[src/rtl/cpu_run_controller_pkg.sv]
// Shared state encodings and address strides for cpu_run_controller and its dump_reader.
// The state codes are plain 3-bit constants so legacy netlists and probes can match them.
package cpu_run_ctrl_pkg;

  typedef logic [2:0] run_state_t;

  localparam run_state_t ST_IDLE     = 3'd0;
  localparam run_state_t ST_LOAD     = 3'd1;
  localparam run_state_t ST_SETTLE   = 3'd2;
  localparam run_state_t ST_RUN      = 3'd3;
  localparam run_state_t ST_DUMP_RD  = 3'd4;
  localparam run_state_t ST_DUMP_WT  = 3'd5;
  localparam run_state_t ST_DUMP_OUT = 3'd6;
  localparam run_state_t ST_DONE     = 3'd7;

  // Byte strides of one imem (32-bit) and one dmem (64-bit) word.
  localparam logic [63:0] IMEM_STRIDE = 64'd4;
  localparam logic [63:0] DMEM_STRIDE = 64'd8;

  localparam int SETTLE_CYC = 1;

endpackage

[src/rtl/cpu_run_controller_if.sv]
// Load/dump streams plus the cpu external imem/dmem ports driven by cpu_run_controller.
// master = controller side, slave = environment (source, sink and memories).
interface cpu_run_controller_if;
  logic        ld_valid;
  logic        ld_ready;
  logic        ld_sel;
  logic        ld_last;
  logic [63:0] ld_data;

  logic        dump_valid;
  logic        dump_ready;
  logic [63:0] dump_data;
  logic        dump_last;

  logic [63:0] addr_ext;
  logic        wen_ext;
  logic        ren_ext;
  logic [31:0] wdata_ext;

  logic [63:0] addr_ext_2;
  logic        wen_ext_2;
  logic        ren_ext_2;
  logic [63:0] wdata_ext_2;
  logic [63:0] rdata_ext_2;

  modport master (
    input  ld_valid, ld_sel, ld_last, ld_data, dump_ready, rdata_ext_2,
    output ld_ready, dump_valid, dump_data, dump_last,
    output addr_ext, wen_ext, ren_ext, wdata_ext,
    output addr_ext_2, wen_ext_2, ren_ext_2, wdata_ext_2
  );

  modport slave (
    output ld_valid, ld_sel, ld_last, ld_data, dump_ready, rdata_ext_2,
    input  ld_ready, dump_valid, dump_data, dump_last,
    input  addr_ext, wen_ext, ren_ext, wdata_ext,
    input  addr_ext_2, wen_ext_2, ren_ext_2, wdata_ext_2
  );
endinterface

[src/rtl/cpu_run_controller_dump_reader.sv]
// dump_reader: DUMP_RD -> DUMP_WT -> DUMP_OUT word sequencing and the dump output register.
// Latency: 3 cycles per word minimum (read, SRAM latency, present).
// Backpressure: word held stable in DUMP_OUT until dump_ready.
module dump_reader
  import cpu_run_ctrl_pkg::*;
(
  input  logic        clk,
  input  logic        srst,
  input  run_state_t  state,
  input  logic        enter,
  input  logic [10:0] len,
  input  logic        dump_ready,
  input  logic [63:0] rdata,
  output run_state_t  state_nxt,
  output logic [10:0] idx_nxt,
  output logic        dump_valid,
  output logic [63:0] dump_data,
  output logic        dump_last
);

  logic [10:0] k;
  logic        at_last;

  assign at_last    = (k == len - 11'd1);
  assign dump_valid = (state == ST_DUMP_OUT);
  assign dump_last  = dump_valid & at_last;

  always_comb begin
    state_nxt = state;
    idx_nxt   = enter ? 11'd0 : k;
    case (state)
      ST_DUMP_RD: state_nxt = ST_DUMP_WT;
      ST_DUMP_WT: state_nxt = ST_DUMP_OUT;
      ST_DUMP_OUT: begin
        if (dump_ready) begin
          if (at_last) begin
            state_nxt = ST_DONE;
          end else begin
            state_nxt = ST_DUMP_RD;
            idx_nxt   = k + 11'd1;
          end
        end
      end
      default: ;
    endcase
  end

  always_ff @(posedge clk) begin
    if (srst) begin
      k         <= '0;
      dump_data <= '0;
    end else begin
      k <= idx_nxt;
      if (state == ST_DUMP_WT) dump_data <= rdata;
    end
  end

endmodule

[src/rtl/cpu_run_controller.sv]
// cpu_run_controller: loads imem/dmem, runs the cpu for N cycles, dumps a dmem window.
// Latency: writes appear 1 cycle after load handshake; cpu_enable 2 cycles after last load word.
// Backpressure: ld_ready only in LOAD; dump words wait on dump_ready. CPU_RUN_CTRL_CHECKSUM_EN adds a load checksum.
module cpu_run_controller
  import cpu_run_ctrl_pkg::*;
#(
  parameter int IMEM_DEPTH = 512,
  parameter int DMEM_DEPTH = 1024,
  parameter int CYC_W      = 32
) (
  input  logic              clk,
  input  logic              srst,
  input  logic              start,
  input  logic [CYC_W-1:0]  run_cycles,
  input  logic [10:0]       dump_len,
  cpu_run_controller_if.master bus,
  output logic              cpu_enable,
  output logic              busy,
  output logic              done,
  output logic              err,
  output logic [31:0]       checksum
);

  localparam int IPW = $clog2(IMEM_DEPTH + 1);
  localparam int DPW = $clog2(DMEM_DEPTH + 1);
  localparam logic [10:0]      DMEM_LIM    = 11'(DMEM_DEPTH);
  localparam logic [CYC_W-1:0] SETTLE_LAST = CYC_W'(SETTLE_CYC - 1);

  run_state_t       state, state_nxt, rd_state_nxt;
  logic [IPW-1:0]   i_ptr;
  logic [DPW-1:0]   d_ptr;
  logic [CYC_W-1:0] run_q, cyc_cnt;
  logic [10:0]      len_q, rd_idx_nxt;
  logic             accept, ld_hs, leave, enter_dump;

  assign accept     = start & ((state == ST_IDLE) | (state == ST_DONE));
  assign ld_hs      = bus.ld_valid & bus.ld_ready;
  assign bus.ld_ready = (state == ST_LOAD);
  assign bus.ren_ext  = 1'b0;
  assign cpu_enable = (state == ST_RUN);
  assign busy       = (state != ST_IDLE) & (state != ST_DONE);
  assign done       = (state == ST_DONE);

  always_comb begin
    state_nxt  = state;
    leave      = 1'b0;
    enter_dump = 1'b0;
    case (state)
      ST_IDLE, ST_DONE: if (start) state_nxt = ST_LOAD;
      ST_LOAD:          if (ld_hs && bus.ld_last) state_nxt = ST_SETTLE;
      ST_SETTLE: begin
        if (cyc_cnt == SETTLE_LAST) begin
          if (run_q == '0) leave = 1'b1;
          else             state_nxt = ST_RUN;
        end
      end
      ST_RUN:           if (cyc_cnt == run_q - CYC_W'(1)) leave = 1'b1;
      default:          state_nxt = rd_state_nxt;
    endcase
    // A zero-length dump skips the reader entirely.
    if (leave) begin
      if (len_q == '0) begin
        state_nxt = ST_DONE;
      end else begin
        state_nxt  = ST_DUMP_RD;
        enter_dump = 1'b1;
      end
    end
  end

  always_ff @(posedge clk) begin
    if (srst) begin
      state           <= ST_IDLE;
      i_ptr           <= '0;
      d_ptr           <= '0;
      run_q           <= '0;
      len_q           <= '0;
      cyc_cnt         <= '0;
      err             <= 1'b0;
      bus.addr_ext    <= '0;
      bus.wen_ext     <= 1'b0;
      bus.wdata_ext   <= '0;
      bus.addr_ext_2  <= '0;
      bus.wen_ext_2   <= 1'b0;
      bus.ren_ext_2   <= 1'b0;
      bus.wdata_ext_2 <= '0;
    end else begin
      state         <= state_nxt;
      bus.wen_ext   <= 1'b0;
      bus.wen_ext_2 <= 1'b0;
      bus.ren_ext_2 <= 1'b0;

      if (state_nxt != state)                        cyc_cnt <= '0;
      else if (state == ST_SETTLE || state == ST_RUN) cyc_cnt <= cyc_cnt + CYC_W'(1);

      if (accept) begin
        i_ptr <= '0;
        d_ptr <= '0;
        err   <= 1'b0;
        run_q <= run_cycles;
        len_q <= (dump_len > DMEM_LIM) ? DMEM_LIM : dump_len;
      end

      // Full pointers saturate: the word is dropped and err sticks.
      if (ld_hs) begin
        if (!bus.ld_sel) begin
          if (i_ptr == IPW'(IMEM_DEPTH)) begin
            err <= 1'b1;
          end else begin
            bus.wen_ext   <= 1'b1;
            bus.addr_ext  <= 64'(i_ptr) * IMEM_STRIDE;
            bus.wdata_ext <= bus.ld_data[31:0];
            i_ptr         <= i_ptr + IPW'(1);
          end
        end else begin
          if (d_ptr == DPW'(DMEM_DEPTH)) begin
            err <= 1'b1;
          end else begin
            bus.wen_ext_2   <= 1'b1;
            bus.addr_ext_2  <= 64'(d_ptr) * DMEM_STRIDE;
            bus.wdata_ext_2 <= bus.ld_data;
            d_ptr           <= d_ptr + DPW'(1);
          end
        end
      end

      if (state_nxt == ST_DUMP_RD) begin
        bus.ren_ext_2  <= 1'b1;
        bus.addr_ext_2 <= 64'(rd_idx_nxt) * DMEM_STRIDE;
      end
    end
  end

  dump_reader u_dump_reader (
    .clk        (clk),
    .srst       (srst),
    .state      (state),
    .enter      (enter_dump),
    .len        (len_q),
    .dump_ready (bus.dump_ready),
    .rdata      (bus.rdata_ext_2),
    .state_nxt  (rd_state_nxt),
    .idx_nxt    (rd_idx_nxt),
    .dump_valid (bus.dump_valid),
    .dump_data  (bus.dump_data),
    .dump_last  (bus.dump_last)
  );

`ifdef CPU_RUN_CTRL_CHECKSUM_EN
  logic [31:0] csum;

  always_ff @(posedge clk) begin
    if (srst)        csum <= '0;
    else if (accept) csum <= '0;
    else if (ld_hs)  csum <= csum + bus.ld_data[31:0] + (bus.ld_sel ? bus.ld_data[63:32] : 32'd0);
  end

  assign checksum = csum;
`else
  assign checksum = 32'd0;
`endif

endmodule

[src/flat_wrapper.sv]
// flat-port wrapper written by rule: the top's interface ports become plain ports
module cpu_run_controller_flat import cpu_run_ctrl_pkg::*;
#(
  parameter int IMEM_DEPTH = 512,
  parameter int DMEM_DEPTH = 1024,
  parameter int CYC_W      = 32
)
  (clk, srst, start, run_cycles, dump_len, cpu_enable, busy, done, err, checksum, bus_ld_valid, bus_ld_sel, bus_ld_last, bus_ld_data, bus_dump_ready, bus_rdata_ext_2, bus_ld_ready, bus_dump_valid, bus_dump_data, bus_dump_last, bus_addr_ext, bus_wen_ext, bus_ren_ext, bus_wdata_ext, bus_addr_ext_2, bus_wen_ext_2, bus_ren_ext_2, bus_wdata_ext_2);
  cpu_run_controller_if bus_i ();
  input  logic clk;
  input  logic srst;
  input  logic start;
  input  logic [CYC_W-1:0] run_cycles;
  input  logic [10:0] dump_len;
  output logic cpu_enable;
  output logic busy;
  output logic done;
  output logic err;
  output logic [31:0] checksum;
  input wire logic [$bits(bus_i.ld_valid)-1:0] bus_ld_valid;
  input wire logic [$bits(bus_i.ld_sel)-1:0] bus_ld_sel;
  input wire logic [$bits(bus_i.ld_last)-1:0] bus_ld_last;
  input wire logic [$bits(bus_i.ld_data)-1:0] bus_ld_data;
  input wire logic [$bits(bus_i.dump_ready)-1:0] bus_dump_ready;
  input wire logic [$bits(bus_i.rdata_ext_2)-1:0] bus_rdata_ext_2;
  output wire logic [$bits(bus_i.ld_ready)-1:0] bus_ld_ready;
  output wire logic [$bits(bus_i.dump_valid)-1:0] bus_dump_valid;
  output wire logic [$bits(bus_i.dump_data)-1:0] bus_dump_data;
  output wire logic [$bits(bus_i.dump_last)-1:0] bus_dump_last;
  output wire logic [$bits(bus_i.addr_ext)-1:0] bus_addr_ext;
  output wire logic [$bits(bus_i.wen_ext)-1:0] bus_wen_ext;
  output wire logic [$bits(bus_i.ren_ext)-1:0] bus_ren_ext;
  output wire logic [$bits(bus_i.wdata_ext)-1:0] bus_wdata_ext;
  output wire logic [$bits(bus_i.addr_ext_2)-1:0] bus_addr_ext_2;
  output wire logic [$bits(bus_i.wen_ext_2)-1:0] bus_wen_ext_2;
  output wire logic [$bits(bus_i.ren_ext_2)-1:0] bus_ren_ext_2;
  output wire logic [$bits(bus_i.wdata_ext_2)-1:0] bus_wdata_ext_2;
  assign bus_i.ld_valid = bus_ld_valid;
  assign bus_i.ld_sel = bus_ld_sel;
  assign bus_i.ld_last = bus_ld_last;
  assign bus_i.ld_data = bus_ld_data;
  assign bus_i.dump_ready = bus_dump_ready;
  assign bus_i.rdata_ext_2 = bus_rdata_ext_2;
  assign bus_ld_ready = bus_i.ld_ready;
  assign bus_dump_valid = bus_i.dump_valid;
  assign bus_dump_data = bus_i.dump_data;
  assign bus_dump_last = bus_i.dump_last;
  assign bus_addr_ext = bus_i.addr_ext;
  assign bus_wen_ext = bus_i.wen_ext;
  assign bus_ren_ext = bus_i.ren_ext;
  assign bus_wdata_ext = bus_i.wdata_ext;
  assign bus_addr_ext_2 = bus_i.addr_ext_2;
  assign bus_wen_ext_2 = bus_i.wen_ext_2;
  assign bus_ren_ext_2 = bus_i.ren_ext_2;
  assign bus_wdata_ext_2 = bus_i.wdata_ext_2;
  cpu_run_controller #(.IMEM_DEPTH(IMEM_DEPTH), .DMEM_DEPTH(DMEM_DEPTH), .CYC_W(CYC_W)) u_core (.clk(clk), .srst(srst), .start(start), .run_cycles(run_cycles), .dump_len(dump_len), .bus(bus_i), .cpu_enable(cpu_enable), .busy(busy), .done(done), .err(err), .checksum(checksum));
endmodule
[config.mk]
export PLATFORM = sky130hd
export DESIGN_NAME = cpu_run_controller_flat
export DESIGN_NICKNAME = d
export VERILOG_FILES = /design/src/rtl/cpu_run_controller_pkg.sv /design/src/rtl/cpu_run_controller_if.sv /design/src/rtl/cpu_run_controller_dump_reader.sv /design/src/rtl/cpu_run_controller.sv /design/src/flat_wrapper.sv
export SDC_FILE = /design/constraint.sdc
export NUM_CORES = 1
export LEC_CHECK = 0
export CORE_AREA = 2 2 200 202
export DETAILED_ROUTE_END_ITERATION = 6
export DIE_AREA = 0 0 202 204
export PLACE_DENSITY = 0.66
export SYNTH_ARGS = -nofsm -noshare
export SYNTH_HDL_FRONTEND = slang
export SYNTH_SLANG_ARGS = --single-unit
[constraint.sdc]
create_clock -name clk -period 5.1 [get_ports clk]
set_input_delay 0.765 -clock clk [delete_from_list [all_inputs] [get_ports clk]]
set_output_delay 0.765 -clock clk [all_outputs]
set_load 0.01 [all_outputs]
-- Word-level counts from Yosys, hierarchy flattened
Cells that the tools add are included.
- register bits: 295
- input port bits: 178
- output and inout bits: 331
- logic and storage cells: 104
- add/sub/neg operators: 6
- order comparisons: 1
- equal/unequal tests: 15
- mux-type cells: 41
- bitwise gates (word level): 9
- reductions and logical operators: 16
- operators by type and width (kind ; count):
    11-bit 2-to-1 mux ; 9
    32-bit logical NOT ; 2
    14-bit 2-to-1 mux ; 4
    10-bit 2-to-1 mux ; 4
    32-bit by 1-bit adder with 32-bit output, second input constant ; 1
    32-bit == test ; 1
    32-bit by 1-bit subtractor with 32-bit output, second input constant ; 1
    11-bit by 1-bit adder with 11-bit output, second input constant ; 2
    3-bit 2-to-1 mux ; 6
    3-bit == test, second input constant ; 5
    1-bit 2-to-1 mux ; 13
    3-bit one-hot mux with 4 select lines ; 1
    11-bit == test ; 1
    11-bit == test, second input constant ; 1
    11-bit greater-than comparator, second input constant ; 1
    11-bit logical NOT ; 1
    11-bit by 1-bit subtractor with 11-bit output, second input constant ; 1
    10-bit by 1-bit adder with 10-bit output, second input constant ; 1
    10-bit == test, second input constant ; 1
    3-bit one-hot mux with 3 select lines ; 1
    3-bit AND reduction ; 3
    3-bit by 2-bit == test with 1-bit output, second input constant ; 2
    3-bit OR reduction ; 2
    1-bit AND ; 4
    other kinds (14) ; 20

-- Logic depth before layout (Yosys ltp)
Gate-level depths: netlist of run 1.
- depth in word-level cells: 10
- gate-level depth with buffers: 13
- gate-level depth less buffers: 12

-- By module
Synthesis of run 1 repeated with hierarchy kept, for this count alone.
- cell total of the unflattened synthesis: 1859
- area, all modules: 14418.8 um^2
- modules (own cells, without submodules) (module ; instances ; cells each ; area each (um^2)):
    cpu_run_controller ; 1 ; 1407 ; 11024.3
    dump_reader ; 1 ; 452 ; 3394.5

-- Worst setup path after synthesis of run 1
Ideal clock, no wire load.
- path kind: register to register
- start: register u_core.run_q[0]
- end: register u_core.u_dump_reader.k[4]
- data arrival time: 2870 ps
- required time: 4972 ps
- path slack: 2103 ps
- cell stages (with the launch flop): 14
- buffers on the path: 1
- clock period less this slack: 2997 ps
- cell sequence: dfxtp_1 > inv_1 > ha_1 > nor3b_4 > nand3_2 > or3_1 > o31a_1 > a2111oi_2 > nand4b_1 > o31ai_4 > nand2_1 > buf_2 > a21oi_1 > nor2_1
- longest elaborated chain between the ends: 9
- RTL lines (what ; line ; text):
    start, declared ; cpu_run_controller.sv:32 ; logic [CYC_W-1:0] run_q, cyc_cnt;
    start signal, assigned ; cpu_run_controller.sv:100 ; run_q <= run_cycles;
    32-bit by 1-bit subtractor with 32-bit output or 32-bit logical NOT (tied branches) ; cpu_run_controller.sv:57, cpu_run_controller.sv:53 ;
    32-bit == test or 1-bit 2-to-1 mux (tied branches) ; cpu_run_controller.sv:57, cpu_run_controller.sv:53 ;
    1-bit 2-to-1 mux, on equally long branches ; cpu_run_controller.sv:57, cpu_run_controller.sv:52 ;
    1-bit one-hot mux with 2 select lines * ; cpu_run_controller.sv:48 ; case (state)
    1-bit 2-to-1 mux * ; cpu_run_controller.sv:61 ; if (leave) begin
    11-bit 2-to-1 mux * ; cpu_run_controller_dump_reader.sv:30 ; idx_nxt = enter ? 11'd0 : k;
    11-bit 2-to-1 mux ; cpu_run_controller_dump_reader.sv:36 ; if (at_last) begin
    11-bit 2-to-1 mux ; cpu_run_controller_dump_reader.sv:35 ; if (dump_ready) begin
    11-bit 2-to-1 mux * ; cpu_run_controller_dump_reader.sv:31 ; case (state)
    end signal, assigned ; cpu_run_controller_dump_reader.sv:53 ; k <= idx_nxt;
    end, declared ; cpu_run_controller_dump_reader.sv:21 ; logic [10:0] k;
Every way passes the cells marked *; elsewhere a longest branch is shown, timed or not.
A chain may end at the register's enable or synchronous reset.

-- Worst setup path after layout of run 1
- start: register u_core.len_q[0]
- end: output port bus_dump_last
- longest elaborated chain between the ends: 3
- RTL lines (what ; line ; text):
    start, declared ; cpu_run_controller.sv:33 ; logic [10:0] len_q, rd_idx_nxt;
    start signal, assigned ; cpu_run_controller.sv:101 ; len_q <= (dump_len > DMEM_LIM) ? DMEM_LIM : dump_len;
    11-bit by 1-bit subtractor with 11-bit output ; cpu_run_controller_dump_reader.sv:24 ; assign at_last = (k == len - 11'd1);
    11-bit == test ; cpu_run_controller_dump_reader.sv:24 ;
    1-bit AND ; cpu_run_controller_dump_reader.sv:26 ; assign dump_last = dump_valid & at_last;
    end, declared ; flat_wrapper.sv:29 ; output wire logic [$bits(bus_i.dump_last)-1:0] bus_dump_last;
No other way between the ends.

==> results.md, run 1 <==
* Initial antenna violation count at 1
* Period utilization at 82.1%
* CTS tree: done
* Die width at 202 um
* Clock Pin Slew Worst Setup and Hold Paths at 0.05 ns
* Final hold viol count at 0
* HP Class: register to register
* Worst-path fanout max at 4
* Net Sw Frac at 25.5%
* Cell variety after synth at 69
* Placed cell count at 2576
* Skew-Pair Late Insertion Delay at 0.56 ns
* Top FF cell, synth: dfxtp_1
* PwrDens at 310 nW/um^2
* Max clock buf depth at 3
* Routability congestion estimate from global placement at 0.908
* Max-Cap Viols at 0
* Tightest Pin Transition at 1.07 ns
* DRC at 0
* Leakage at 6.57 nW
* Post-synth EDFFs at 0
* Startpoint types: register
* Placed wire-length estimate at 29700 um
* VDD IR-drop max at 0.206 mV
* First-pass GRT wire length at 63800 um
* Setup crit end kind: output port
* RSZ-0062 raised after global routing: no
* Core footprint at 39200 um^2
* Synth Cell Area at 13800 um^2
* Sequential share of the synthesized area at 42.9%
* Root Driver: clkbuf_16
* Setup violators final at 0
* Clock power frac at 46.5%
* Max Freq at 239 MHz
* H-tree level count at 2
* Post-route ant nets at 0
* Layout Nets at 2276
* Outcome: finished, final reports clean
* Critical path arrival at 3.42 ns
* DIE HEIGHT at 204 um
* Setup Skew at 0.0361 ns
* Largest net degree at the start of global routing at 162
* Crit path kind: register to output port
* Initial DRC Count at 583
* # IOs at 509
* Rel. slew slack at 28.8%
* WP data required at 4.34 ns
* Logic pwr share at 11.7%
* TritonCTS Sinks at 295
* Slowest cell on the critical path: nor4b_1
* Hold_buf cts at 0
* Min Hold Slack at 0.451 ns
* Cts repair resizes at 0
* #FFs+latches synth at 295
* Design area at 18500 um^2
* Avg Cell Area, Syn at 7.75 um^2
* Post-layout minimum cycle time at 4.19 ns
* Critical path cell sequence: inv_1 > ha_1 > nor4b_1 > nand2_1 > xnor2_1 > a211oi_1 > o211ai_1 > nor2_1 > clkdlybuf4s50_1
* Placed Area at 17300 um^2
* Post-CTS Setup Inserts at 0
* DR WL/cell at 15.7 um
* DRT Wirelength at 41400 um
* Area grow syn2layout at 34.6%
* Post-route insts no fill at 2641
* Initial core utilization at 35.2%
* I/O Buffers at 368
* Reg power frac at 41.8%
* Die Area at 41200 um^2
* P_sw at 0.00147 W
* Vias in the first global route at 12000
* Synth Instances at 1778
* Rows at 73
* Slew Limit Fails at 0
* Global Route Usage Sum at 19.3%
* Ys Warns at 0
* Layout cells sized above 1 at 4.54%
* Initial DRT Pass Iterations at 6
* Vias at 12700
* Asr flop ratio synth at 0%
* CTS Buf Count at 35
* Drt via density at 4.80
* Overflow after GRT at 0
* Crit path largest cell delay at 0.62 ns
* Core Util, Final at 47.3%
* Int Pwr at 0.00429 W
* Fin Setup TNS at 0 ns
-- power by group through the flow --
stage / Clock (W) / Sequential, W / Combinational, W
2_1_floorplan: 0 / 0.00245 / 0.000464
3_3_place_gp: 0 / 0.00245 / 0.000663
3_5_place_dp: 0 / 0.00246 / 0.000671
4_1_cts: 0.00274 / 0.00241 / 0.000675
5_1_grt: 0.00283 / 0.00241 / 0.000738
6_report: 0.00267 / 0.00241 / 0.000673
-- logic make-up after synthesis --
group	synth area share (%)
compound gates	13.0
xor+xnor	6.52
fa+ha+maj	0.908
buf+inv	11.2
flops	42.9
mux	0.372
other cells	0.0272
simple gates	25.1
-- final timing paths --
path / from / end / slack (ns) / cells after the start
setup / recovery: u_core.len_q[0] / bus_dump_last / 0.91 / 9
hold / removal: u_core.bus.wdata_ext_2[59] / u_core.bus.wdata_ext_2[59] / 0.45 / 2
setup reg to reg: u_core.run_q[0] / u_core.cyc_cnt[1] / 1.09 / 11
hold reg to reg: u_core.bus.wdata_ext_2[59] / u_core.bus.wdata_ext_2[59] / 0.45 / 2
-- routing by layer --
layer | track usage (%) | up-vias | share of wire, %
met2 | 32.0 | 388 | 47
met5 | 0 | - | 0
li1 | - | 6236 | -
met1 | 22.3 | 5963 | 40
met4 | 8.22 | 0 | 3.4
met3 | 7.10 | 80 | 8.9
-- flip-flops by register name (all words and copies together), names as in the netlist, 3 cells and up --
name                            count
u_core.bus.wdata_ext_2             64
u_core.u_dump_reader.dump_data     64
u_core.bus.wdata_ext               32
u_core.cyc_cnt                     32
u_core.run_q                       32
u_core.bus.addr_ext_2              11
u_core.d_ptr                       11
u_core.len_q                       11
u_core.u_dump_reader.k             11
u_core.bus.addr_ext                10
u_core.i_ptr                       10
u_core.state                        3
-- layout make-up --
| type | instances | area, um^2 |
|---|---|---|
| Fill cell | 3840 | 20600 |
| Multi-Input combinational cell | 1360 | 6890 |
| Sequential cell | 295 | 5910 |
| Timing Repair Buffer | 377 | 3770 |
| Clock buffer | 51 | 1040 |
| Tap cell | 525 | 657 |
| Clock inverter | 13 | 209 |
| Inverter | 19 | 71.3 |
| Antenna cell | 1 | 2.50 |
-- critical path, delay by kind of cell, from the launching register on --
kind                       cells  cell delay (ns)
xor gates and xnor gates       1             0.18
buffers and inverters          2             0.63
adders and majority gates      1             0.19
and+or+nand+nor                3             1.01
AOI/OAI and AO/OA              2             0.54
DFF                            1             0.33
-- synthesized netlist by cell type (all sizes together) (3+ instances only) --
cell,count,area (um^2)
nor4,24,193
or3,9,56.3
xnor2,51,447
nand2b,6,37.5
and3,10,62.6
nand3,56,285
a22o,6,52.6
and4,3,26.3
o311ai,3,26.3
o211ai,5,37.5
ha,10,125
o31ai,5,51.3
xor2,49,429
nor3,24,136
nor3b,6,56.3
nor4b,6,52.6
inv,19,71.3
a21oi,245,1230
nand2,481,1810
o21a,5,37.5
and2,5,31.3
nand3b,4,30.0
or2,8,50.1
clkbuf,89,334
a31oi,5,31.3
mux2i,4,40.0
o21ai,22,110
buf,154,1140
dfxtp,295,5910
nor2b,6,37.5
nor2,109,409
nand4b,5,43.8
nand4,14,87.6
a211oi,8,60.1
-- layout by cell type, fill, tap and decap left out, types with 6 or more instances in the layout --
cell type        count
dfxtp_1            295
o21ai_0             19
a21oi_1            244
a211oi_1             8
nor4b_1              6
nand4_1             14
buf_4                8
or2_2                8
clkbuf_16           35
xor2_1              49
or3_1                9
ha_1                10
xnor2_1             51
clkbuf_1             6
a22o_1               6
nand3_1             54
and3_1              10
clkdlybuf4s50_1    367
nor4_1              20
conb_1             140
clkbuf_8            11
nor2_1             108
inv_1               19
nor3_1              21
nand2_1            481
-- metrics by stage --
stage / setup WS [ns] / power, W
6_report: 0.911 / 0.00575
5_1_grt: 0.596 / 0.00598
4_1_cts: 0.849 / 0.00582
3_5_place_dp: 1.13 / 0.00313
3_3_place_gp: 1.24 / 0.00312
2_1_floorplan: 2.10 / 0.00291
Note: power is estimated with default switching activity, not from simulation.
==> inputs of run 2 (changes only) <==
- PLACE_DENSITY: 0.66 -> 0.69
- clock period: 5.1 -> 3.64 ns (I/O delays scaled with it)
==> run 2 against run 1 <==
Critical path depth shrank 1. Via count grew 0.54%. Critical endpoint unchanged. Clock skew shrank 0.017 ns. Combinational power grew 46%. Global-route usage grew 0.062 points. Sequential power grew 40%. Sequential share of layout area shrank 0.25 points. Cell count grew 0.53%. Clock power grew 37%. First-iteration DRC count grew 3.9%. Non-clock buffer count grew 17.
==> results.md, run 2 (synthesized netlist as in run 1, its figures left out) <==
* Die width at 202 um (unchanged)
* WP data required at 3.09 ns (-1.25 ns)
* DRT Wirelength at 41800 um (+1.1%)
* WP buf/inv at 2 (unchanged)
* Initial DRT Pass Iterations at 7 (+1)
* Overflow after GRT at 0 (unchanged)
* DRC at 0 (unchanged)
* Pwr Total at 0.00800 W (+39%)
* DIE HEIGHT at 204 um (unchanged)
* VDD IR-drop max at 0.262 mV (+27%)
* PwrDens at 428 nW/um^2 (+38%)
* Design area at 18700 um^2 (+0.79%)
* Placed wire-length estimate at 30500 um (+2.9%)
* Leakage at 6.66 nW (+1.3%)
* Post-route ant nets at 0 (unchanged)
* Final hold viol count at 0 (unchanged)
* Crit path largest cell delay at 0.56 ns (-0.06 ns)
* Most common cell after layout, fill and taps aside: nand2_1
* Met3 Use GR at 7.46% (+0.37 points)
* Global route hottest layer: met2
* Rel. slew slack at 41.8% (+13 points)
* RSZ-0062 raised after global routing: no
* Startpoint types: register
* Clock Pin Slew Worst Setup and Hold Paths at 0.05 ns (about the same)
* Outcome: finished, final reports clean
* Placed Area at 17400 um^2 (+0.81%)
* CP delay by family, top: buffers and inverters
* # IOs at 509 (unchanged)
* Max clock buf depth at 3 (unchanged)
* Commonest cells after routing, fill and taps aside: nand2_1, clkdlybuf4s50_1, dfxtp_1, a21oi_1, conb_1
* Layout Nets at 2294 (+0.79%)
* Setup violators final at 0 (unchanged)
* Crit path kind: register to output port
* Period utilization at 94.2%
* I/O Buffers at 368 (unchanged)
* Skew-Pair Late Insertion Delay at 0.55 ns (about the same)
* Largest net degree at the start of global routing at 128 (-21%)
* Area grow syn2layout at 35.6%
* Post-layout minimum cycle time at 3.43 ns
* HP Class: register to register
* Root Driver: clkbuf_16
* Ant. Diodes at 0 (-1)
* Max Freq at 292 MHz
* CTS Buf Count at 36 (+2.9%)
* Fin Setup TNS at 0 ns (unchanged)
* Slowest cell on the critical path: clkdlybuf4s50_1
* Initial core utilization at 35.2% (unchanged)
* Critical path arrival at 2.88 ns (-0.54 ns)
* Slew Limit Fails at 0 (unchanged)
* Die Area at 41200 um^2 (unchanged)
* M1 GR Usage at 21.8% (-0.58 points)
* Tightest Pin Transition at 0.868 ns (-0.199 ns)
* Regs by FF count: u_core.bus.wdata_ext_2 (64), u_core.u_dump_reader.dump_data (64)
* Layout cells sized above 1 at 5.45% (+0.91 points)
* Met2 usage at 33.1% (+1.1 points)
* Drt via density at 4.80 (about the same)
* Setup Skew at 0.0190 ns (-0.0171 ns)
* Worst-path fanout max at 3 (-1)
* Rows at 73 (unchanged)
* First-pass GRT wire length at 64000 um (+0.34%)
* TritonCTS Sinks at 295 (unchanged)
* Vias in the first global route at 12100 (+0.89%)
* CTS tree: done
* Critical path cell sequence: inv_1 > ha_1 > xor2_1 > o31a_1 > nor3_1 > o211ai_1 > nor2_1 > clkdlybuf4s50_1
* Core footprint at 39200 um^2 (unchanged)
* H-tree level count at 2 (unchanged)
* Min Hold Slack at 0.450 ns (-0.00126 ns)
* Fill count at 3791 (-1.3%)
* DR WL/cell at 15.8 um (+0.56%)
* Initial antenna violation count at 0 (-1)
* Hold_buf cts at 0 (unchanged)
* Initial DRC Count at 606 (+3.9%)
* Global Route Usage Sum at 19.3% (+0.062 points)
* Routability congestion estimate from global placement at 0.933 (+2.7%)
* Setup crit end kind: output port
* Vias at 12700 (+0.54%)
* Max-Cap Viols at 0 (unchanged)
==> run 2: cell types whose count changed in the layout (fill, tap and decap cells not counted), sizes merged <==
cell      previous run  this run
inv                 20        21
buf                  9        26
diode                1         0
bufinv               4         3
clkbuf              52        48
clkinv               8         9
clkinvlp             0         1
==> run 2: layout make-up <==
class | instances | area (um^2) | share of cell area [%]
clock buffer | 47 | 1000 | 5.36
clock inverter | 15 | 215 | 1.15
timing repair buffer | 394 | 3910 | 20.9
multi-input combinational | 1360 | 6920 | 37.1
inverter | 19 | 71.3 | 0.382
sequential | 295 | 5910 | 31.6
tap | 525 | 657 | 3.52
==> run 2: tightest hold or removal path, delay by kind of cell, from the launching register on <==
kind	cells	cell delay, ns
flip-flops	1	0.30
AND/OR/NAND/NOR	1	0.05
AO/OA/AOI/OAI	1	0.05
==> run 2: final timing paths <==
check	start	endpoint	slack, ns	depth (start not counted)
worst max-delay path	u_core.len_q[0]	bus_dump_last	0.21	8
worst min-delay path	u_core.u_dump_reader.dump_data[47]	u_core.u_dump_reader.dump_data[47]	0.45	2
worst max register to register	u_core.run_q[0]	u_core.bus.addr_ext_2[5]	0.39	10
worst min register to register	u_core.u_dump_reader.dump_data[47]	u_core.u_dump_reader.dump_data[47]	0.45	2
==> run 2: timing repair <==
item | in CTS | in global routing
cloned | 0 | 0
pin swaps | 0 | 1
resized for setup | 2 | 3
setup buffers | 0 | 1
endpoints found under the setup margin | 1 | 1
==> run 2: per-stage QoR <==
stage / setup slack (ns) / util [%] / instances
after floorplan: 0.643 / - / 1917
after global placement: 0.463 / 44.5 / 2592
after detailed placement: 0.370 / 44.5 / 2592
after CTS: 0.0726 / 47.6 / 2654
after global routing: 0.0157 / 47.7 / 2655
final: 0.212 / 47.7 / 2655
==> run 2: routing by layer <==
metal / part of all wire [%] / up-vias
li1: - / 6280
met1: 39 / 5970
met2: 48 / 414
met3: 9.4 / 71
met4: 3.1 / 0
met5: 0 / -
==> run 2: power breakdown <==
| group | internal (W) | switching (W) | total [W] |
|---|---|---|---|
| combinational | 0.000454 | 0.000530 | 0.000984 |
| sequential | 0.00330 | 0.0000717 | 0.00337 |
| clock | 0.00219 | 0.00147 | 0.00365 |
